### src/rtl/or1200_checker_resp_pkg.sv
// Shared definitions for the OR1200 privilege-checker response block.
// Holds the FSM state encodings, viol_code bit positions and a saturating
// increment helper.
// Optional feature switch, disabled by default; define it to add first_tstamp:
// `define OR1200_CHECKER_RESP_TSTAMP_EN
package or1200_checker_resp_pkg;

   typedef enum logic [2:0] {
      ST_MONITOR = 3'd0,
      ST_FREEZE  = 3'd1,
      ST_EXCEPT  = 3'd2,
      ST_HOLDOFF = 3'd3,
      ST_LOCK    = 3'd4
   } chkState_e;

   localparam int VIOL_SR   = 0;
   localparam int VIOL_PIPE = 1;
   localparam int VIOL_MMU  = 2;
   localparam int VIOL_SUPV = 3;

   function automatic logic [7:0] satInc8(input logic [7:0] v);
      return (v == 8'hFF) ? v : v + 8'd1;
   endfunction

endpackage

### src/rtl/or1200_checker_resp_filter.sv
// Persistence filter: a raw violation must stay high for FILTER_CYCLES
// consecutive cycles before it is confirmed. Any low cycle restarts the count.
module or1200_checker_resp_filter #(
   parameter int FILTER_CYCLES = 2
) (
   input  logic clk,
   input  logic rst,
   input  logic raw,
   input  logic clear,
   output logic confirm
);

   localparam logic [3:0] LAST = 4'(FILTER_CYCLES - 1);

   logic [3:0] pcnt_q;
   logic [3:0] pcnt_d;

   // Count consecutive raw cycles, parking at the confirm value
   always_comb begin
      pcnt_d = pcnt_q;
      if (clear || !raw) begin
         pcnt_d = 4'd0;
      end else if (pcnt_q != LAST) begin
         pcnt_d = pcnt_q + 4'd1;
      end
   end

   // Counter register, cleared asynchronously by the active-low reset
   always_ff @(posedge clk or negedge rst) begin
      if (!rst) begin
         pcnt_q <= 4'd0;
      end else begin
         pcnt_q <= pcnt_d;
      end
   end

   assign confirm = raw & (pcnt_q == LAST);

endmodule

### src/rtl/or1200_checker_resp.sv
// OR1200 privilege-checker response: filters checker violations, freezes the
// CPU, forces a one-cycle exception, and locks out after repeated violations.
// Optional: OR1200_CHECKER_RESP_TSTAMP_EN adds first_tstamp and a cycle counter.
module or1200_checker_resp
   import or1200_checker_resp_pkg::*;
#(
   parameter int FILTER_CYCLES  = 2,
   parameter int STALL_TIMEOUT  = 16,
   parameter int HOLDOFF_CYCLES = 8,
   parameter int MAX_VIOLATIONS = 3
) (
   input  logic        clk,
   input  logic        rst,
   input  logic        chk_en,
   input  logic        sr_ok,
   input  logic        pipeline_ok,
   input  logic        mmus_ok,
   input  logic [2:0]  secure_supv,
   input  logic        sr_sm,
   input  logic        cpu_stalled,
   input  logic        alarm_clr,
   output logic        freeze_req,
   output logic        except_req,
   output logic        alarm,
   output logic        locked,
   output logic [3:0]  viol_code,
   output logic [7:0]  viol_cnt,
`ifdef OR1200_CHECKER_RESP_TSTAMP_EN
   output logic [15:0] first_tstamp,
`endif
   output logic        supv_dec
);

   localparam logic [7:0] TOUT_LAST = 8'(STALL_TIMEOUT - 1);
   localparam logic [7:0] HOLD_LAST = 8'(HOLDOFF_CYCLES - 1);
   localparam logic [7:0] MAX_VIOL  = 8'(MAX_VIOLATIONS);

   chkState_e  state_q, state_d;
   logic [7:0] tcnt_q, tcnt_d;
   logic [7:0] hcnt_q, hcnt_d;
   logic [7:0] violCnt_q, violCnt_d;
   logic [3:0] violCode_q, violCode_d;
   logic       alarm_q, alarm_d;
   logic       supvDec_q;
   logic       supvC;
   logic [3:0] cause;
   logic       raw;
   logic       confirm;
   logic [7:0] violCntInc;

   assign supvC = ~^secure_supv;

   assign cause[VIOL_SR]   = ~sr_ok;
   assign cause[VIOL_PIPE] = ~pipeline_ok;
   assign cause[VIOL_MMU]  = ~mmus_ok;
   assign cause[VIOL_SUPV] = supvC != sr_sm;

   assign raw        = chk_en & (|cause) & (state_q == ST_MONITOR);
   assign violCntInc = satInc8(violCnt_q);

   or1200_checker_resp_filter #(
      .FILTER_CYCLES(FILTER_CYCLES)
   ) u_filter (
      .clk    (clk),
      .rst    (rst),
      .raw    (raw),
      .clear  (state_q != ST_MONITOR),
      .confirm(confirm)
   );

   // Next-state, counters and sticky status for the response sequence
   always_comb begin
      state_d    = state_q;
      tcnt_d     = 8'd0;
      hcnt_d     = 8'd0;
      violCnt_d  = violCnt_q;
      violCode_d = violCode_q;
      alarm_d    = alarm_q;
      case (state_q)
         ST_MONITOR: begin
            if (alarm_clr) begin
               alarm_d    = 1'b0;
               violCode_d = 4'd0;
            end
            if (confirm) begin
               state_d    = ST_FREEZE;
               alarm_d    = 1'b1;
               violCode_d = (alarm_clr ? 4'd0 : violCode_q) | cause;
            end
         end
         ST_FREEZE: begin
            tcnt_d = tcnt_q + 8'd1;
            if (cpu_stalled) begin
               state_d = ST_EXCEPT;
            end else if (tcnt_q == TOUT_LAST) begin
               state_d = ST_LOCK;
            end
         end
         ST_EXCEPT: begin
            violCnt_d = violCntInc;
            state_d   = (violCntInc >= MAX_VIOL) ? ST_LOCK : ST_HOLDOFF;
         end
         ST_HOLDOFF: begin
            hcnt_d = hcnt_q + 8'd1;
            if (hcnt_q == HOLD_LAST) begin
               state_d = ST_MONITOR;
            end
         end
         ST_LOCK: begin
            alarm_d = 1'b1;
         end
         default: begin
            state_d = ST_MONITOR;
         end
      endcase
   end

   // State and status registers; reset returns to MONITOR from any state
   always_ff @(posedge clk or negedge rst) begin
      if (!rst) begin
         state_q    <= ST_MONITOR;
         tcnt_q     <= 8'd0;
         hcnt_q     <= 8'd0;
         violCnt_q  <= 8'd0;
         violCode_q <= 4'd0;
         alarm_q    <= 1'b0;
         supvDec_q  <= 1'b1;
      end else begin
         state_q    <= state_d;
         tcnt_q     <= tcnt_d;
         hcnt_q     <= hcnt_d;
         violCnt_q  <= violCnt_d;
         violCode_q <= violCode_d;
         alarm_q    <= alarm_d;
         supvDec_q  <= supvC;
      end
   end

   assign freeze_req = (state_q == ST_FREEZE) || (state_q == ST_EXCEPT) ||
                       (state_q == ST_LOCK);
   assign except_req = (state_q == ST_EXCEPT);
   assign locked     = (state_q == ST_LOCK);
   assign alarm      = alarm_q;
   assign viol_code  = violCode_q;
   assign viol_cnt   = violCnt_q;
   assign supv_dec   = supvDec_q;

`ifdef OR1200_CHECKER_RESP_TSTAMP_EN
   logic [15:0] cycCnt_q;
   logic [15:0] firstTs_q;
   logic        tsHeld_q;
   logic        clrNow;

   assign clrNow = alarm_clr && (state_q == ST_MONITOR);

   // Free-running cycle counter plus capture of the first confirm time
   always_ff @(posedge clk or negedge rst) begin
      if (!rst) begin
         cycCnt_q  <= 16'd0;
         firstTs_q <= 16'd0;
         tsHeld_q  <= 1'b0;
      end else begin
         cycCnt_q <= cycCnt_q + 16'd1;
         if (confirm && (!tsHeld_q || clrNow)) begin
            firstTs_q <= cycCnt_q;
            tsHeld_q  <= 1'b1;
         end else if (clrNow) begin
            firstTs_q <= 16'd0;
            tsHeld_q  <= 1'b0;
         end
      end
   end

   assign first_tstamp = firstTs_q;
`endif

endmodule

### config.mk
export PLATFORM = sky130hd
export DESIGN_NAME = or1200_checker_resp
export DESIGN_NICKNAME = d
export VERILOG_FILES = /design/src/rtl/or1200_checker_resp_pkg.sv /design/src/rtl/or1200_checker_resp_filter.sv /design/src/rtl/or1200_checker_resp.sv
export SDC_FILE = /design/constraint.sdc
export NUM_CORES = 1
export LEC_CHECK = 0
export ABC_AREA = 1
export BUFFER_PORTS_ARGS = -buffer_cell sky130_fd_sc_hd__buf_2
export CAP_MARGIN = 15
export CORE_AREA = 2 2 80 82
export DETAILED_ROUTE_END_ITERATION = 16
export DIE_AREA = 0 0 82 84
export PLACE_DENSITY_LB_ADDON = 0.1
export SLEW_MARGIN = 20
export SYNTH_ARGS = -nofsm -noshare
export SYNTH_HDL_FRONTEND = slang
export SYNTH_SLANG_ARGS = --single-unit
### constraint.sdc
create_clock -name clk -period 1.6 [get_ports clk]
set_input_delay 0.16 -clock clk [delete_from_list [all_inputs] [get_ports clk]]
set_output_delay 0.16 -clock clk [all_outputs]
set_load 0.01 [all_outputs]
==> impl_metrics.xml <==
<?xml version="1.0" encoding="UTF-8"?>
<metrics>
  <group name="yosys">
    <metric name="synth-seq-cells" unit="">37</metric>
    <metric name="postSynthNetCount" unit="">274</metric>
    <metric name="average_instance_area_after_synthesis" unit="um^2">7.90</metric>
    <metric name="yosysWarningCount" unit="">0</metric>
    <metric name="post_synth_num_cell_types" unit="">34</metric>
    <metric name="post_synthesis_cells" unit="">257</metric>
    <metric name="ys_seq_area_share" unit="%">45.7</metric>
    <metric name="syn-cell-area" unit="um^2">2030</metric>
  </group>
  <group name="run">
    <metric name="max_cap_viol_count" unit="">0</metric>
  </group>
  <group name="outcome">
    <metric name="run_status" unit="">finished, final reports clean</metric>
  </group>
  <group name="die">
    <metric name="core_area" unit="um^2">6100</metric>
    <metric name="rows" unit="">29</metric>
    <metric name="floorplan.die.width" unit="um">82</metric>
    <metric name="design.die.area" unit="um^2">6890</metric>
    <metric name="floorplan.die.height" unit="um">84</metric>
    <metric name="floorplan.initialDensity" unit="%">33.3</metric>
    <metric name="io_pins" unit="">29</metric>
  </group>
  <group name="clock_tree">
    <metric name="clock_tree.htree_level_count" unit="">2</metric>
    <metric name="clock_path_buffers" unit="">2</metric>
    <metric name="cts_root_buffer" unit="">sky130_fd_sc_hd__clkbuf_8</metric>
    <metric name="tritoncts" unit="">yes</metric>
    <metric name="clock-sinks" unit="">37</metric>
    <metric name="worstSkewPairLatency" unit="ps">290</metric>
    <metric name="clk_pin_slew_worst_paths" unit="ps">80</metric>
    <metric name="numCtsBuffers" unit="">5</metric>
  </group>
  <group name="critical_path">
    <metric name="critPathRequiredTime" unit="ps">1780</metric>
    <metric name="worstSetupEndpointType" unit="">flip-flop</metric>
    <metric name="timing.setup.critical_path_class" unit="">reg2reg</metric>
    <metric name="worstPathArrival" unit="ps">1740</metric>
    <metric name="timing.critical_path.fanout_max" unit="">7</metric>
    <metric name="worstSetupStartpointType" unit="">flip-flop</metric>
  </group>
  <group name="power">
    <metric name="power.clock.fraction" unit="%">17.7</metric>
    <metric name="leakage" unit="nW">1.25</metric>
    <metric name="switchingPower" unit="mW">1.41</metric>
    <metric name="internal_power" unit="mW">2.09</metric>
    <metric name="power.ir.vdd_worst" unit="mV">0.489</metric>
    <metric name="proportion_of_power_drawn_by_combinational_gates" unit="%">44.1</metric>
    <metric name="part_of_the_power_in_registers" unit="%">38.2</metric>
    <metric name="power.density" unit="nW/um^2">1370</metric>
    <metric name="switching_share" unit="%">40.3</metric>
  </group>
  <group name="timing">
    <metric name="hold-worst-slack" unit="ps">122</metric>
    <metric name="final.period_utilization" unit="%">97.6</metric>
    <metric name="timing.final.hold_violations" unit="">0</metric>
    <metric name="rsz_0062_raised_after_global_routing" unit="">true</metric>
    <metric name="worst_clock_skew" unit="ps">13.9</metric>
    <metric name="final_critical_path_required_period" unit="ps">1560</metric>
    <metric name="worst_slew_margin" unit="%">67.8</metric>
    <metric name="report.final.setup_viol" unit="">0</metric>
    <metric name="fmax" unit="GHz">0.641</metric>
    <metric name="timing_worst_slew_pin_value" unit="ps">482</metric>
    <metric name="setup_ws" unit="ps">39.0</metric>
    <metric name="tns" unit="ps">0</metric>
    <metric name="maxSlewViolCount" unit="">0</metric>
  </group>
  <group name="routing">
    <metric name="route.antenna.remaining_nets" unit="">0</metric>
    <metric name="drt_first_pass_iters" unit="">4</metric>
    <metric name="post-route-drc-count" unit="">0</metric>
    <metric name="drt_wl_total" unit="mm">4.40</metric>
    <metric name="via_count" unit="">1781</metric>
    <metric name="number_of_vias_per_cell" unit="">4.61</metric>
    <metric name="route.detailed.wl_per_inst" unit="um">11.4</metric>
    <metric name="detailedRoute.firstIterationViolations" unit="">81</metric>
  </group>
  <group name="cells_and_area">
    <metric name="antenna_cells" unit="">0</metric>
    <metric name="area_overhead_of_the_layout_relative_to_synthesis" unit="%">25.6</metric>
    <metric name="finalNetCount" unit="">327</metric>
    <metric name="post_route_cells_drive_above_1_share" unit="%">29.8</metric>
    <metric name="mostFrequentLayoutCell" unit="">sky130_fd_sc_hd__nand2_1</metric>
    <metric name="mostFrequentLayoutCells" unit="">sky130_fd_sc_hd__nand2_1, sky130_fd_sc_hd__inv_1, sky130_fd_sc_hd__dfrtp_1</metric>
  </group>
  <group name="placement">
    <metric name="dp_worst_setup_slack" unit="ps">-13.5</metric>
    <metric name="number_of_i_o_port_buffers" unit="">28</metric>
    <metric name="final_hpwl_dp" unit="mm">3.18</metric>
    <metric name="gp_congestion" unit="">0.820</metric>
  </group>
  <group name="global_route">
    <metric name="grt_antenna_before_repair" unit="">0</metric>
    <metric name="grt.total_usage" unit="%">14.3</metric>
    <metric name="grt_start_max_net_pins" unit="">38</metric>
    <metric name="grt_first_pass_wirelength" unit="mm">7.62</metric>
    <metric name="grt-ovfl-total" unit="">0</metric>
    <metric name="first_global_vias" unit="">1713</metric>
  </group>
  <group name="hold_path">
    <metric name="min_path_type" unit="">in2reg</metric>
  </group>
</metrics>
worst paths after layout:
path	startpoint	end	slack [ps]	depth (start not counted)
worst max-delay path	viol_cnt[1]$_DFFE_PN0P_	state_q[2]$_DFFE_PN0P_	40	12
min in group asynchronous	rst	viol_cnt[5]$_DFFE_PN0P_	430	3
worst max register to register	viol_cnt[1]$_DFFE_PN0P_	state_q[2]$_DFFE_PN0P_	40	12
max in group asynchronous	rst	state_q[2]$_DFFE_PN0P_	790	3
worst min-delay path	secure_supv[2]	supv_dec$_DFF_PN1_	120	3
worst min register to register	tcnt_q[7]$_DFF_PN0_	tcnt_q[7]$_DFF_PN0_	460	1
area by class of cell:
type                    instances  area, um^2
clock inverters                 1        5.00
repair buffers                 48         293
clock buffers                   5        68.8
flip-flops and latches         37         933
fillers                       630        3550
multi-input cells             176         993
inverters                      42         160
well taps                      77        96.3
cell usage after synthesis:
master / instances / area [um^2]
sky130_fd_sc_hd__nand3b_1: 1 / 7.51
sky130_fd_sc_hd__a21oi_2: 1 / 8.76
sky130_fd_sc_hd__xnor2_1: 3 / 26.3
sky130_fd_sc_hd__nor3_2: 1 / 10.0
sky130_fd_sc_hd__nor4_1: 1 / 6.26
sky130_fd_sc_hd__inv_2: 8 / 30.0
sky130_fd_sc_hd__nor2_2: 3 / 18.8
sky130_fd_sc_hd__nand4_2: 1 / 12.5
sky130_fd_sc_hd__inv_1: 33 / 124
sky130_fd_sc_hd__nor2_1: 22 / 82.6
sky130_fd_sc_hd__o21ai_0: 16 / 80.1
sky130_fd_sc_hd__ha_1: 5 / 62.6
sky130_fd_sc_hd__nand3_2: 2 / 20.0
sky130_fd_sc_hd__nand4_1: 4 / 25.0
sky130_fd_sc_hd__clkinv_1: 1 / 3.75
sky130_fd_sc_hd__o21ai_2: 1 / 8.76
sky130_fd_sc_hd__and2_1: 1 / 6.26
sky130_fd_sc_hd__nand2_1: 51 / 191
sky130_fd_sc_hd__nor3_4: 2 / 32.5
sky130_fd_sc_hd__o211ai_1: 1 / 7.51
sky130_fd_sc_hd__nand2_2: 2 / 12.5
sky130_fd_sc_hd__buf_4: 1 / 7.51
sky130_fd_sc_hd__nor3b_1: 2 / 15.0
sky130_fd_sc_hd__a21oi_1: 13 / 65.1
sky130_fd_sc_hd__dfrtp_1: 36 / 901
sky130_fd_sc_hd__buf_2: 1 / 5.00
sky130_fd_sc_hd__nor2_4: 1 / 11.3
sky130_fd_sc_hd__nor3_1: 8 / 40.0
sky130_fd_sc_hd__xor2_1: 1 / 8.76
sky130_fd_sc_hd__nand2_4: 1 / 11.3
sky130_fd_sc_hd__dfstp_2: 1 / 26.3
sky130_fd_sc_hd__o21ai_1: 9 / 45.0
sky130_fd_sc_hd__a31oi_1: 2 / 12.5
sky130_fd_sc_hd__nand3_1: 21 / 105
state kept, by name (all words and copies together) (netlist names):
signal           count
alarm                1
hcnt_q               8
state_q              3
supv_dec             1
tcnt_q               8
u_filter.pcnt_q      4
viol_cnt             8
viol_code            4
repair_timing:
item | in CTS | in global routing
gates cloned | 0 | 0
endpoints found under the hold margin | 36 | 0
setup buffers | 0 | 3
pin swaps | 0 | 4
gates resized for setup | 3 | 18
hold buffers | 1 | 0
endpoints found under the setup margin | 4 | 6
cell families after synthesis:
| group | share of synthesized area [%] |
|---|---|
| buffers and inverters | 8.38 |
| adder cells (fa/ha/maj) | 3.08 |
| AO/OA/AOI/OAI | 11.2 |
| XOR/XNOR | 1.73 |
| AND/OR/NAND/NOR | 29.9 |
| flip-flops | 45.7 |
worst max-delay path: stages (launching register included):
cell                      delay (ps)
sky130_fd_sc_hd__dfrtp_1         410
sky130_fd_sc_hd__ha_4            190
sky130_fd_sc_hd__nand3_2          90
sky130_fd_sc_hd__inv_4            50
sky130_fd_sc_hd__nand2_4         100
sky130_fd_sc_hd__buf_4           130
sky130_fd_sc_hd__nand4_1         120
sky130_fd_sc_hd__nor2_1          110
sky130_fd_sc_hd__nand2_1          50
sky130_fd_sc_hd__nand2_1          60
sky130_fd_sc_hd__nand2_1          40
sky130_fd_sc_hd__nand2_1          50
sky130_fd_sc_hd__nand2_1          40
metal layers:
metal,GRT usage (%),share of wire [%],vias up
met1,19.6,47,776
met3,4.44,6.0,8
li1,-,-,946
met5,0,0,-
met2,20.4,45,51
met4,6.67,2.3,0
power groups by stage:
stage               Clock [mW]  Combinational, mW  Sequential (mW)
floorplan                    0              0.915             1.33
global placement             0               1.50             1.33
detailed placement           0               1.47             1.32
CTS                      0.643               1.48             1.31
global route             0.681               1.78             1.37
finish                   0.620               1.55             1.34
per-stage QoR:
step                      power [mW]  cells  utilization, %  area, um^2
after floorplan                 2.25    257               -        2030
after global placement          2.82    376            39.0        2370
after detailed placement        2.79    376            39.0        2370
after CTS                       3.43    383            40.4        2460
after global routing            3.84    386            41.8        2550
final                           3.50    386            41.8        2550
Note: power is estimated with default switching activity, not from simulation.
